==> config.mk <==
export PLATFORM = sky130hd
export DESIGN_NAME = mac_vector_wb
export DESIGN_NICKNAME = d
export VERILOG_FILES = /design/src/rtl/mac_vector_pkg.sv /design/src/rtl/mac_vector_dp.sv /design/src/rtl/mac_vector_wb.sv
export SDC_FILE = /design/constraint.sdc
export NUM_CORES = 2
export LEC_CHECK = 0
export CORE_ASPECT_RATIO = 1.2
export CORE_MARGIN = 5
export CORE_UTILIZATION = 48
export CTS_CLUSTER_DIAMETER = 50
export DETAILED_ROUTE_END_ITERATION = 10
export HOLD_SLACK_MARGIN = 0.15
export PLACE_DENSITY_LB_ADDON = 0.12
export SYNTH_ARGS = -nofsm -noshare
export SYNTH_HDL_FRONTEND = slang
export SYNTH_SLANG_ARGS = --single-unit
==> constraint.sdc <==
create_clock -name clk -period 14.1 [get_ports clk]
set_input_delay 2.82 -clock clk [delete_from_list [all_inputs] [get_ports clk]]
set_output_delay 2.82 -clock clk [all_outputs]
set_load 0.02 [all_outputs]
==> src/rtl/mac_vector_pkg.sv <==
// Register map, CTRL/STATUS bit positions, FSM states and byte-order helper for the vector MAC.
// Declarations only: no latency and no flow control of its own.
package mac_vector_pkg;

  localparam logic [4:0] REG_ADDR   = 5'd0;
  localparam logic [4:0] REG_START  = 5'd1;
  localparam logic [4:0] REG_CTRL   = 5'd2;
  localparam logic [4:0] REG_STATUS = 5'd3;
  localparam logic [4:0] REG_ACC0   = 5'd8;

  localparam int CTRL_TAPS_W     = 8;
  localparam int CTRL_SUB_BIT    = 8;
  localparam int CTRL_SAT_BIT    = 9;
  localparam int STATUS_BUSY_BIT = 0;
  localparam int STATUS_SAT_BIT  = 1;
  localparam int START_CH_LSB    = 16;

  typedef enum logic [1:0] {
    ST_IDLE,
    ST_REQ,
    ST_WAIT,
    ST_MAC
  } state_t;

  // Memory words arrive big-endian; the datapath works little-endian.
  function automatic logic [31:0] endian_rev32(input logic [31:0] w);
    return {w[7:0], w[15:8], w[23:16], w[31:24]};
  endfunction

endpackage

==> src/rtl/mac_vector_dp.sv <==
// Combinational signed multiply, add-or-subtract into a 32-bit accumulator, optional saturation.
// Zero latency; no flow control, the controlling FSM decides when the result is committed.
module mac_vector_dp #(
  parameter int COEF_W = 18
) (
  input  logic signed [31:0]       acc,
  input  logic signed [31:0]       a,
  input  logic signed [COEF_W-1:0] b,
  input  logic                     sub,
  input  logic                     sat,
  output logic [31:0]              acc_nxt,
  output logic                     clamp
);

  localparam int PW = 32 + COEF_W;
  localparam int SW = 34 + COEF_W;
  localparam logic signed [SW-1:0] MAXV = {{(SW-31){1'b0}}, {31{1'b1}}};
  localparam logic signed [SW-1:0] MINV = {{(SW-31){1'b1}}, {31{1'b0}}};

  logic signed [PW-1:0] prod;
  logic signed [SW-1:0] acc_x;
  logic signed [SW-1:0] prod_x;
  logic signed [SW-1:0] sum;
  logic                 hi;
  logic                 lo;

  always_comb begin
    prod   = a * b;
    acc_x  = {{(SW-32){acc[31]}}, acc};
    prod_x = {{2{prod[PW-1]}}, prod};
    sum    = sub ? (acc_x - prod_x) : (acc_x + prod_x);
    hi     = sum > MAXV;
    lo     = sum < MINV;
    clamp  = sat & (hi | lo);
    if (clamp) acc_nxt = hi ? 32'h7fff_ffff : 32'h8000_0000;
    else       acc_nxt = sum[31:0];
  end

endmodule

==> src/rtl/mac_vector_wb.sv <==
// Wishbone-programmed vector MAC: fetches one memory word per tap, multiplies by a ROM coefficient, accumulates into ACCn.
// One tap per (mem latency + 2) cycles; while busy every bus access except STATUS stalls with wb_ack low.
module mac_vector_wb
  import mac_vector_pkg::*;
#(
  parameter int TAPS        = 8,
  parameter int NCH         = 2,
  parameter int COEF_W      = 18,
  parameter int INDEX_W     = 9,
  parameter int COEF_STRIDE = 64,
  parameter int ADDR_STRIDE = 512
) (
  input  logic               clk,
  input  logic               resetn,
  input  logic               wb_cyc,
  input  logic               wb_stb,
  input  logic               wb_we,
  input  logic [4:0]         wb_adr,
  input  logic [31:0]        wb_dat_i,
  output logic [31:0]        wb_dat_o,
  output logic               wb_ack,
  output logic               mem_req,
  output logic [31:0]        mem_addr,
  input  logic               mem_valid,
  input  logic [31:0]        mem_rdata,
  output logic [INDEX_W-1:0] coef_idx,
  input  logic [COEF_W-1:0]  coef_data,
  output logic               busy
);

  localparam int CH_W = (NCH > 1) ? $clog2(NCH) : 1;

  state_t              state_q, state_d;
  logic [31:0]         addr_q;
  logic [INDEX_W-1:0]  idx_q;
  logic [7:0]          taps_q;
  logic                sub_q, sat_q;
  logic                run_sub_q, run_sat_q;
  logic [7:0]          cnt_q;
  logic [CH_W-1:0]     ch_q;
  logic [CH_W-1:0]     ch_sel;
  logic [3:0]          start_ch;
  logic [31:0]         a_q;
  logic [COEF_W-1:0]   b_q;
  logic                sat_flag;
  logic [31:0]         acc_q [NCH];
  logic [31:0]         acc_nxt;
  logic                clamp;
  logic                wb_wr;
  logic                start_go;

  assign busy     = (state_q != ST_IDLE);
  assign mem_req  = (state_q == ST_REQ);
  assign mem_addr = addr_q;
  assign coef_idx = idx_q;
  assign wb_ack   = wb_cyc & wb_stb & (~busy | (wb_adr == REG_STATUS));
  assign wb_wr    = wb_ack & wb_we;
  assign start_go = wb_wr & (wb_adr == REG_START) & (taps_q != 8'd0);
  assign start_ch = wb_dat_i[START_CH_LSB +: 4];
  assign ch_sel   = (start_ch >= NCH) ? CH_W'(NCH - 1) : CH_W'(start_ch);

  always_ff @(posedge clk or negedge resetn) begin
    if (!resetn) state_q <= ST_IDLE;
    else         state_q <= state_d;
  end

  always_comb begin
    state_d = state_q;
    case (state_q)
      ST_IDLE: if (start_go) state_d = ST_REQ;
      ST_REQ:  state_d = ST_WAIT;
      ST_WAIT: if (mem_valid) state_d = ST_MAC;
      ST_MAC:  state_d = (cnt_q == 8'd1) ? ST_IDLE : ST_REQ;
      default: state_d = ST_IDLE;
    endcase
  end

  mac_vector_dp #(.COEF_W(COEF_W)) u_dp (
    .acc     (acc_q[ch_q]),
    .a       (a_q),
    .b       (b_q),
    .sub     (run_sub_q),
    .sat     (run_sat_q),
    .acc_nxt (acc_nxt),
    .clamp   (clamp)
  );

  always_ff @(posedge clk or negedge resetn) begin
    if (!resetn) begin
      addr_q    <= '0;
      idx_q     <= '0;
      taps_q    <= 8'(TAPS);
      sub_q     <= 1'b0;
      sat_q     <= 1'b0;
      run_sub_q <= 1'b0;
      run_sat_q <= 1'b0;
      cnt_q     <= '0;
      ch_q      <= '0;
      a_q       <= '0;
      b_q       <= '0;
      sat_flag  <= 1'b0;
      for (int n = 0; n < NCH; n++) acc_q[n] <= '0;
    end else begin
      if (wb_wr) begin
        if (wb_adr == REG_ADDR) addr_q <= wb_dat_i;
        if (wb_adr == REG_CTRL) begin
          taps_q <= wb_dat_i[CTRL_TAPS_W-1:0];
          sub_q  <= wb_dat_i[CTRL_SUB_BIT];
          sat_q  <= wb_dat_i[CTRL_SAT_BIT];
        end
        if (wb_adr == REG_STATUS && wb_dat_i[STATUS_SAT_BIT]) sat_flag <= 1'b0;
        for (int n = 0; n < NCH; n++)
          if (wb_adr == REG_ACC0 + 5'(n)) acc_q[n] <= wb_dat_i;
      end
      // Operation parameters are frozen here so CTRL edits only affect the next vector.
      if (start_go) begin
        idx_q     <= wb_dat_i[INDEX_W-1:0];
        cnt_q     <= taps_q;
        run_sub_q <= sub_q;
        run_sat_q <= sat_q;
        ch_q      <= ch_sel;
      end
      if (state_q == ST_WAIT && mem_valid) begin
        a_q <= endian_rev32(mem_rdata);
        b_q <= coef_data;
      end
      if (state_q == ST_MAC) begin
        acc_q[ch_q] <= acc_nxt;
        cnt_q       <= cnt_q - 8'd1;
        addr_q      <= addr_q + 32'(ADDR_STRIDE);
        idx_q       <= idx_q + INDEX_W'(COEF_STRIDE);
        // Placed after the STATUS clear so a same-cycle clamp wins.
        if (clamp) sat_flag <= 1'b1;
      end
    end
  end

  always_comb begin
    wb_dat_o = '0;
    case (wb_adr)
      REG_ADDR: wb_dat_o = addr_q;
      REG_CTRL: begin
        wb_dat_o[CTRL_TAPS_W-1:0] = taps_q;
        wb_dat_o[CTRL_SUB_BIT]    = sub_q;
        wb_dat_o[CTRL_SAT_BIT]    = sat_q;
      end
      REG_STATUS: begin
        wb_dat_o[STATUS_BUSY_BIT] = busy;
        wb_dat_o[STATUS_SAT_BIT]  = sat_flag;
      end
      default: begin
        for (int n = 0; n < NCH; n++)
          if (wb_adr == REG_ACC0 + 5'(n)) wb_dat_o = acc_q[n];
      end
    endcase
  end

endmodule

# After elaboration in Yosys (flattened, before gate mapping)
# Cells that the tools add are included.
# word_totals
inputBits	93
memories	0
mem_bits_ro	0
mem_bits_rw	0
out_inout_bits	76
wordCells	95
latchBits	0
reg_bits	179
# op_classes
muxes	34
bitwise_logic	10
div_mod_pow	0
eq_ne	11
n_lt_le_gt_ge	5
shift	0
n_reduce_logical	14
mul	1
n_addsub	5
# ops
operator	count
$mux W32	13
$mux W64	2
$bwmux W64	1
$gt A52 B32 Y1 const B	1
$lt A52 B32 Y1 const B	1
$mux W52	1
$add A32 B50 Y51	1
$sub A32 B50 Y51	1
$mul A32 B18 Y50	1
$pmux W22 S2	1
$add A32 B10 Y32 const B	1
$demux W32 S1	1
$pmux W8 S3	1
$mux W9	2
$mux W8	2
$eq A5 B2 Y1 const B	2
$eq A5 B4 Y1 const B	2
$add A9 B7 Y9 const B	1
$eq A8 B1 Y1 const B	1
$pmux W2 S4	1
$reduce_bool A2 Y1	4
$reduce_bool A8 Y1	1
$sub A8 B1 Y8 const B	1
$and A1 B1 Y1	6
18 further kinds	31

# Depth between registers and ports, before layout
# logic_depth
ltp_word	12
mapped_depth	44
mapped_depth_nobuf	39

# Cells and area by module
# From an unflattened synthesis, not the netlist that was laid out.
# unflattened
hier_cells	4020
area_unflattened_um2	34674.5
# by_module_without_submodules
module	seq_area_each_um2	area_each_um2	cells_per_inst	instances
mac_vector_dp	0.0	25393.1	3154	1
mac_vector_wb	4480.5	9281.4	866	1

# Worst setup path after synthesis
# Ideal clock, no wire load.
# synth_path
kind	reg2reg
startpoint	reg a_q[8]
endpoint	reg acc_q[19] in the netlist's numbering
required_time_ps	13952
path_slack_ps	3652
arrival_ps	10300
path_buffers	6
setup_ps	148
synth_period_minus_slack_ps	10448
path_stages_with_launch	44
path_cell_list	dfrtp_1 > clkbuf_1 > clkbuf_1 > nand2_1 > fa_1 > inv_1 > fa_1 > inv_1 > fa_1 > inv_1 > fa_1 > inv_1 > fa_1 > fa_1 > inv_1 > ha_1 > a21oi_1 > o21ai_0 > (+8 left out) > a21oi_1 > xor2_1 > ha_1 > clkbuf_1 > and3_1 > clkbuf_1 > nand2_1 > nor3_1 > nand2_1 > a211o_1 > o211ai_1 > a21boi_0 > nand4_1 > o31a_1 > clkbuf_1 > a21oi_2 > buf_2 > a221oi_1
# synth_between
elab_chain_cells	9
elab_cells_between_ends	12
classes_between	add/sub: 2; mul: 1; order compare: 2; mux: 5; bitwise: 2
# synth_lines
item	line_no	source
start: declaration	mac_vector_wb.sv:43	logic [31:0] a_q;
start signal: assignment	mac_vector_wb.sv:124	a_q <= endian_rev32(mem_rdata);
$mul A32 B18 Y50 *	mac_vector_dp.sv:28	prod = a * b;
$add A32 B50 Y51 / $sub A32 B50 Y51 (equally long branches)	mac_vector_dp.sv:31	sum = sub ? (acc_x - prod_x) : (acc_x + prod_x);
$mux W52 *	mac_vector_dp.sv:31	
$gt A52 B32 Y1 / $lt A52 B32 Y1 (equally long branches)	mac_vector_dp.sv:32, mac_vector_dp.sv:33	
$or A1 B1 Y1	mac_vector_dp.sv:34	clamp = sat & (hi | lo);
$and A1 B1 Y1	mac_vector_dp.sv:34	
$mux W32 *	mac_vector_dp.sv:35	if (clamp) acc_nxt = hi ? 32'h7fff_ffff : 32'h8000_0000;
$bwmux W64 *	mac_vector_wb.sv:128	acc_q[ch_q] <= acc_nxt;
$mux W64 *	mac_vector_wb.sv:127	if (state_q == ST_MAC) begin
end signal: indexed assignment	mac_vector_wb.sv:113	if (wb_adr == REG_ACC0 + 5'(n)) acc_q[n] <= wb_dat_i;
end signal: indexed assignment	mac_vector_wb.sv:128	
end: declaration	mac_vector_wb.sv:46	logic [31:0] acc_q [NCH];
# Mark *: on every way between the ends. The rest lies on a longest branch, timed or not.
# A chain may end at the register's enable or synchronous reset.

# Worst setup path in the final report
# layout_path
startpoint	reg b_q[17]
endpoint	reg acc_q[23] in the netlist's numbering
# layout_between
elab_chain_cells	9
elab_cells_between_ends	12
classes_between	add/sub: 2; mul: 1; order compare: 2; mux: 5; bitwise: 2
# layout_lines
item	line_no	source
start: declaration	mac_vector_wb.sv:44	logic [COEF_W-1:0] b_q;
start signal: assignment	mac_vector_wb.sv:125	b_q <= coef_data;
$mul A32 B18 Y50 *	mac_vector_dp.sv:28	
$add A32 B50 Y51 / $sub A32 B50 Y51 (equally long branches)	mac_vector_dp.sv:31	
$mux W52 *	mac_vector_dp.sv:31	
$gt A52 B32 Y1 / $lt A52 B32 Y1 (equally long branches)	mac_vector_dp.sv:32, mac_vector_dp.sv:33	
$or A1 B1 Y1	mac_vector_dp.sv:34	
$and A1 B1 Y1	mac_vector_dp.sv:34	
$mux W32 *	mac_vector_dp.sv:35	
$bwmux W64 *	mac_vector_wb.sv:128	
$mux W64 *	mac_vector_wb.sv:127	
# Marks and branches as above.

==> flow_metrics.env <==
export IMPL_status="complete, no violations"
export IMPL_synth_area_per_cell_um2=8.77
export IMPL_finalSetupTns_ns=0
export IMPL_grt_overflow=0
export IMPL_ctsHoldBuffers=0
export IMPL_max_freq_mhz=78.4
export IMPL_grt_max_degree=71
export IMPL_wl_per_cell_um=20.7
export IMPL_crit_path_top_delay_cell="dfrtp_1"
export IMPL_seq_area_frac_synth_pct=13.2
export IMPL_clkSlewWorstSetupHoldPaths_ns=0.09
export IMPL_synth_compound_area_share_pct=12.5
export IMPL_cp_end_kind="flop"
export IMPL_die_w_um=253
export IMPL_portBuffers=168
export IMPL_rsz0062_at_grt="no"
export IMPL_synth_xor_area_share_pct=3.57
export IMPL_start_kind="flop"
export IMPL_fin_area_um2=37000
export IMPL_path_buf_inv=1
export IMPL_cts_resized=0
export IMPL_synth_area_um2=34000
export IMPL_synth_most_common_cell="inv_1"
export IMPL_crit_path_end="acc_q[23]$_DFF_PN0_"
export IMPL_synth_top_family_by_area="adder cells"
export IMPL_nFillCells=6832
export IMPL_hold_viol=0
export IMPL_gp_congestion=0.913
export IMPL_post_synth_num_cell_types=93
export IMPL_cts_sinks=179
export IMPL_track_usage_pct=26.5
export IMPL_synth_ff_type="dfrtp_1"
export IMPL_critical_path_top_delay_family="adder cells"
export IMPL_final_nets=4718
export IMPL_drv_slew=0
export IMPL_postRouteWirelength_um=99800
export IMPL_regArea_um2=4480
export IMPL_max_slew_margin_pct=26.6
export IMPL_area_growth_pct=8.83
export IMPL_slowest_delay_ns=0.86
export IMPL_worstMarginPinSlew_ns=1.10
export IMPL_synthDominantCellAreaShare_pct=32.6
export IMPL_synth_commonest_cells="622 x inv_1, 577 x nand2_1, 554 x fa_1, 191 x and2_1, 191 x clkbuf_1"
export IMPL_drtPass1Iterations=7
export IMPL_std_cell_rows=107
export IMPL_cp_required_ns=14.43
export IMPL_antenna_found_initial=0
export IMPL_final_layout_size_suffix_gt1_share_pct=5.35
export IMPL_drc=0
export IMPL_cp_common_cell="fa_1"
export IMPL_r2r_cells=33
export IMPL_ant_nets=0
export IMPL_start_util_pct=48.1
export IMPL_synth_seq_cells=179
export IMPL_crit_start="b_q[17]$_DFFE_PN0P_"
export IMPL_muxShareOfSynthArea_pct=5.79
export IMPL_r2r_end="acc_q[23]$_DFF_PN0_"
export IMPL_grt_pass1_wl_um=161000
export IMPL_fin_crit_ns=12.75
export IMPL_synth_simple_area_share_pct=16.4
export IMPL_setup_viol=0
export IMPL_die_height_um=302
export IMPL_cts_buffers=17
export IMPL_cp_depth=33
export IMPL_fin_skew_ns=0.0293
export IMPL_fin_crit_sh_pct=90.4
export IMPL_vias_per_cell=5.70
export IMPL_crit_type="reg2reg"
export IMPL_vias=27500
export IMPL_antennaDiodeCount=0
export IMPL_ctsLongestPathBuffers=2
export IMPL_r2r_slack_ns=1.35
export IMPL_syn_inst=3881
export IMPL_synth_enable_flop_cells=0
export IMPL_yosysWarnings=0
export IMPL_clock_latency_ns=0.52
export IMPL_critPathArrivalTime_ns=13.08
export IMPL_fp_coreArea_um2=70700
export IMPL_drt_initial_drc_count=1577
export IMPL_dp_hpwl_um=78300
export IMPL_yosys_area_top_type="fa_1"
export IMPL_io_pins=169
export IMPL_cts_root_buf="clkbuf_16"
export IMPL_dieArea_um2=76400
export IMPL_ys_top_cells_by_area="fa_1 33%, dfrtp_1 13%, inv_1 6.9%"
export IMPL_multi_input_area_um2=26400
export IMPL_tritoncts="built"
export IMPL_syn_nets=4708
export IMPL_maxCapViolations=0
export IMPL_grt_pass1_vias=29100
export IMPL_post_cts_buffers=0
export IMPL_placed_area_um2=36400
export IMPL_synth_async_reset_ratio_pct=100
export IMPL_synth_fa_ha_area_share_pct=39.2
export IMPL_critPathMaxFanout=27
export IMPL_htree_levels=4
export IMPL_r2r_start="b_q[17]$_DFFE_PN0P_"
export IMPL_hold_class="reg2reg"
-- area by class of cell --
class / count / area share, %
Multi-Input combinational cell: 2862 / 71.4
Sequential cell: 179 / 12.1
Inverter: 624 / 6.32
Timing Repair Buffer: 207 / 5.34
Tap cell: 926 / 3.13
Clock buffer: 17 / 1.15
Clock inverter: 15 / 0.574
-- per-layer routing --
metal | vias to the layer above | global-route usage, % | wire length [µm]
met4 | 0 | 7.35 | 2460
met5 | - | 0 | 0
met1 | 13900 | 35.1 | 42200
li1 | 12600 | - | -
met2 | 854 | 45.9 | 49800
met3 | 152 | 3.48 | 5340
-- state kept, by name (all words and copies together) (netlist names) --
register,cells
acc_q,64
a_q,32
mem_addr,32
b_q,18
coef_idx,9
cnt_q,8
taps_q,8
state_q,2
ch_q,1
run_sat_q,1
run_sub_q,1
sat_flag,1
sat_q,1
sub_q,1
-- worst min-delay path by stage --
| stage | start | cells past startpoint | slack [ns] | endpoint |
|---|---|---|---|---|
| global route | b_q[5]$_DFFE_PN0P_ | 1 | 0.53 | b_q[5]$_DFFE_PN0P_ |
| detailed placement | coef_idx[4]$_DFFE_PN0P_ | 2 | 0.46 | coef_idx[4]$_DFFE_PN0P_ |
| finish | coef_idx[4]$_DFFE_PN0P_ | 2 | 0.49 | coef_idx[4]$_DFFE_PN0P_ |
| CTS | coef_idx[4]$_DFFE_PN0P_ | 2 | 0.49 | coef_idx[4]$_DFFE_PN0P_ |
| global placement | coef_idx[4]$_DFFE_PN0P_ | 2 | 0.46 | coef_idx[4]$_DFFE_PN0P_ |
| floorplan | cnt_q[7]$_DFFE_PN0P_ | 1 | 0.47 | cnt_q[7]$_DFFE_PN0P_ |
-- per-stage QoR --
step | std cells | utilization (%) | setup slack (ns) | hold WS [ns]
after floorplan | 3881 | - | 3.65 | 0.469
after global placement | 4798 | 51.5 | 1.85 | 0.462
after detailed placement | 4798 | 51.5 | 1.51 | 0.463
after CTS | 4830 | 52.4 | 1.47 | 0.486
after global routing | 4830 | 52.4 | 0.689 | 0.526
final | 4830 | 52.4 | 1.35 | 0.486
-- layout by cell type, fill, tap and decap left out, types with 19 or more instances in the layout --
| master | instances |
|---|---|
| a211oi_1 | 30 |
| a21o_1 | 44 |
| a21oi_1 | 162 |
| a221oi_1 | 40 |
| a222oi_1 | 24 |
| a22oi_1 | 28 |
| a31oi_1 | 23 |
| and2_1 | 191 |
| and3_1 | 23 |
| buf_4 | 39 |
| clkdlybuf4s50_1 | 167 |
| dfrtp_1 | 175 |
| fa_1 | 554 |
| ha_1 | 180 |
| inv_1 | 622 |
| mux2_2 | 96 |
| mux2i_1 | 89 |
| nand2_1 | 576 |
| nand2b_1 | 31 |
| nand3_1 | 56 |
| nand4_1 | 29 |
| nor2_1 | 137 |
| nor2b_1 | 23 |
| nor3_1 | 44 |
| nor4_1 | 19 |
| o211ai_1 | 29 |
| o21a_1 | 21 |
| o21ai_0 | 94 |
| xnor2_1 | 83 |
| xor2_1 | 54 |
-- worst reg2reg max path, delay by kind of cell (launching register included) --
kind / cells / cell delay, ns
AND/OR/NAND/NOR: 11 / 3.57
XOR/XNOR: 2 / 0.55
buffers and inverters: 1 / 0.84
flip-flops: 1 / 0.86
adder cells (fa/ha/maj): 8 / 3.82
AO/OA/AOI/OAI: 11 / 2.97
-- kinds of logic after synthesis --
kind of cell,Yosys count
and+or+nand+nor,1184
buffers and inverters,840
adders and majority gates,734
AOI/OAI and AO/OA,621
muxes,185
DFF,179
xor gates and xnor gates,138
Power is left out: the tool's default activity adds up to more than one toggle a clock period on the data nets, which glitch-free logic cannot reach.
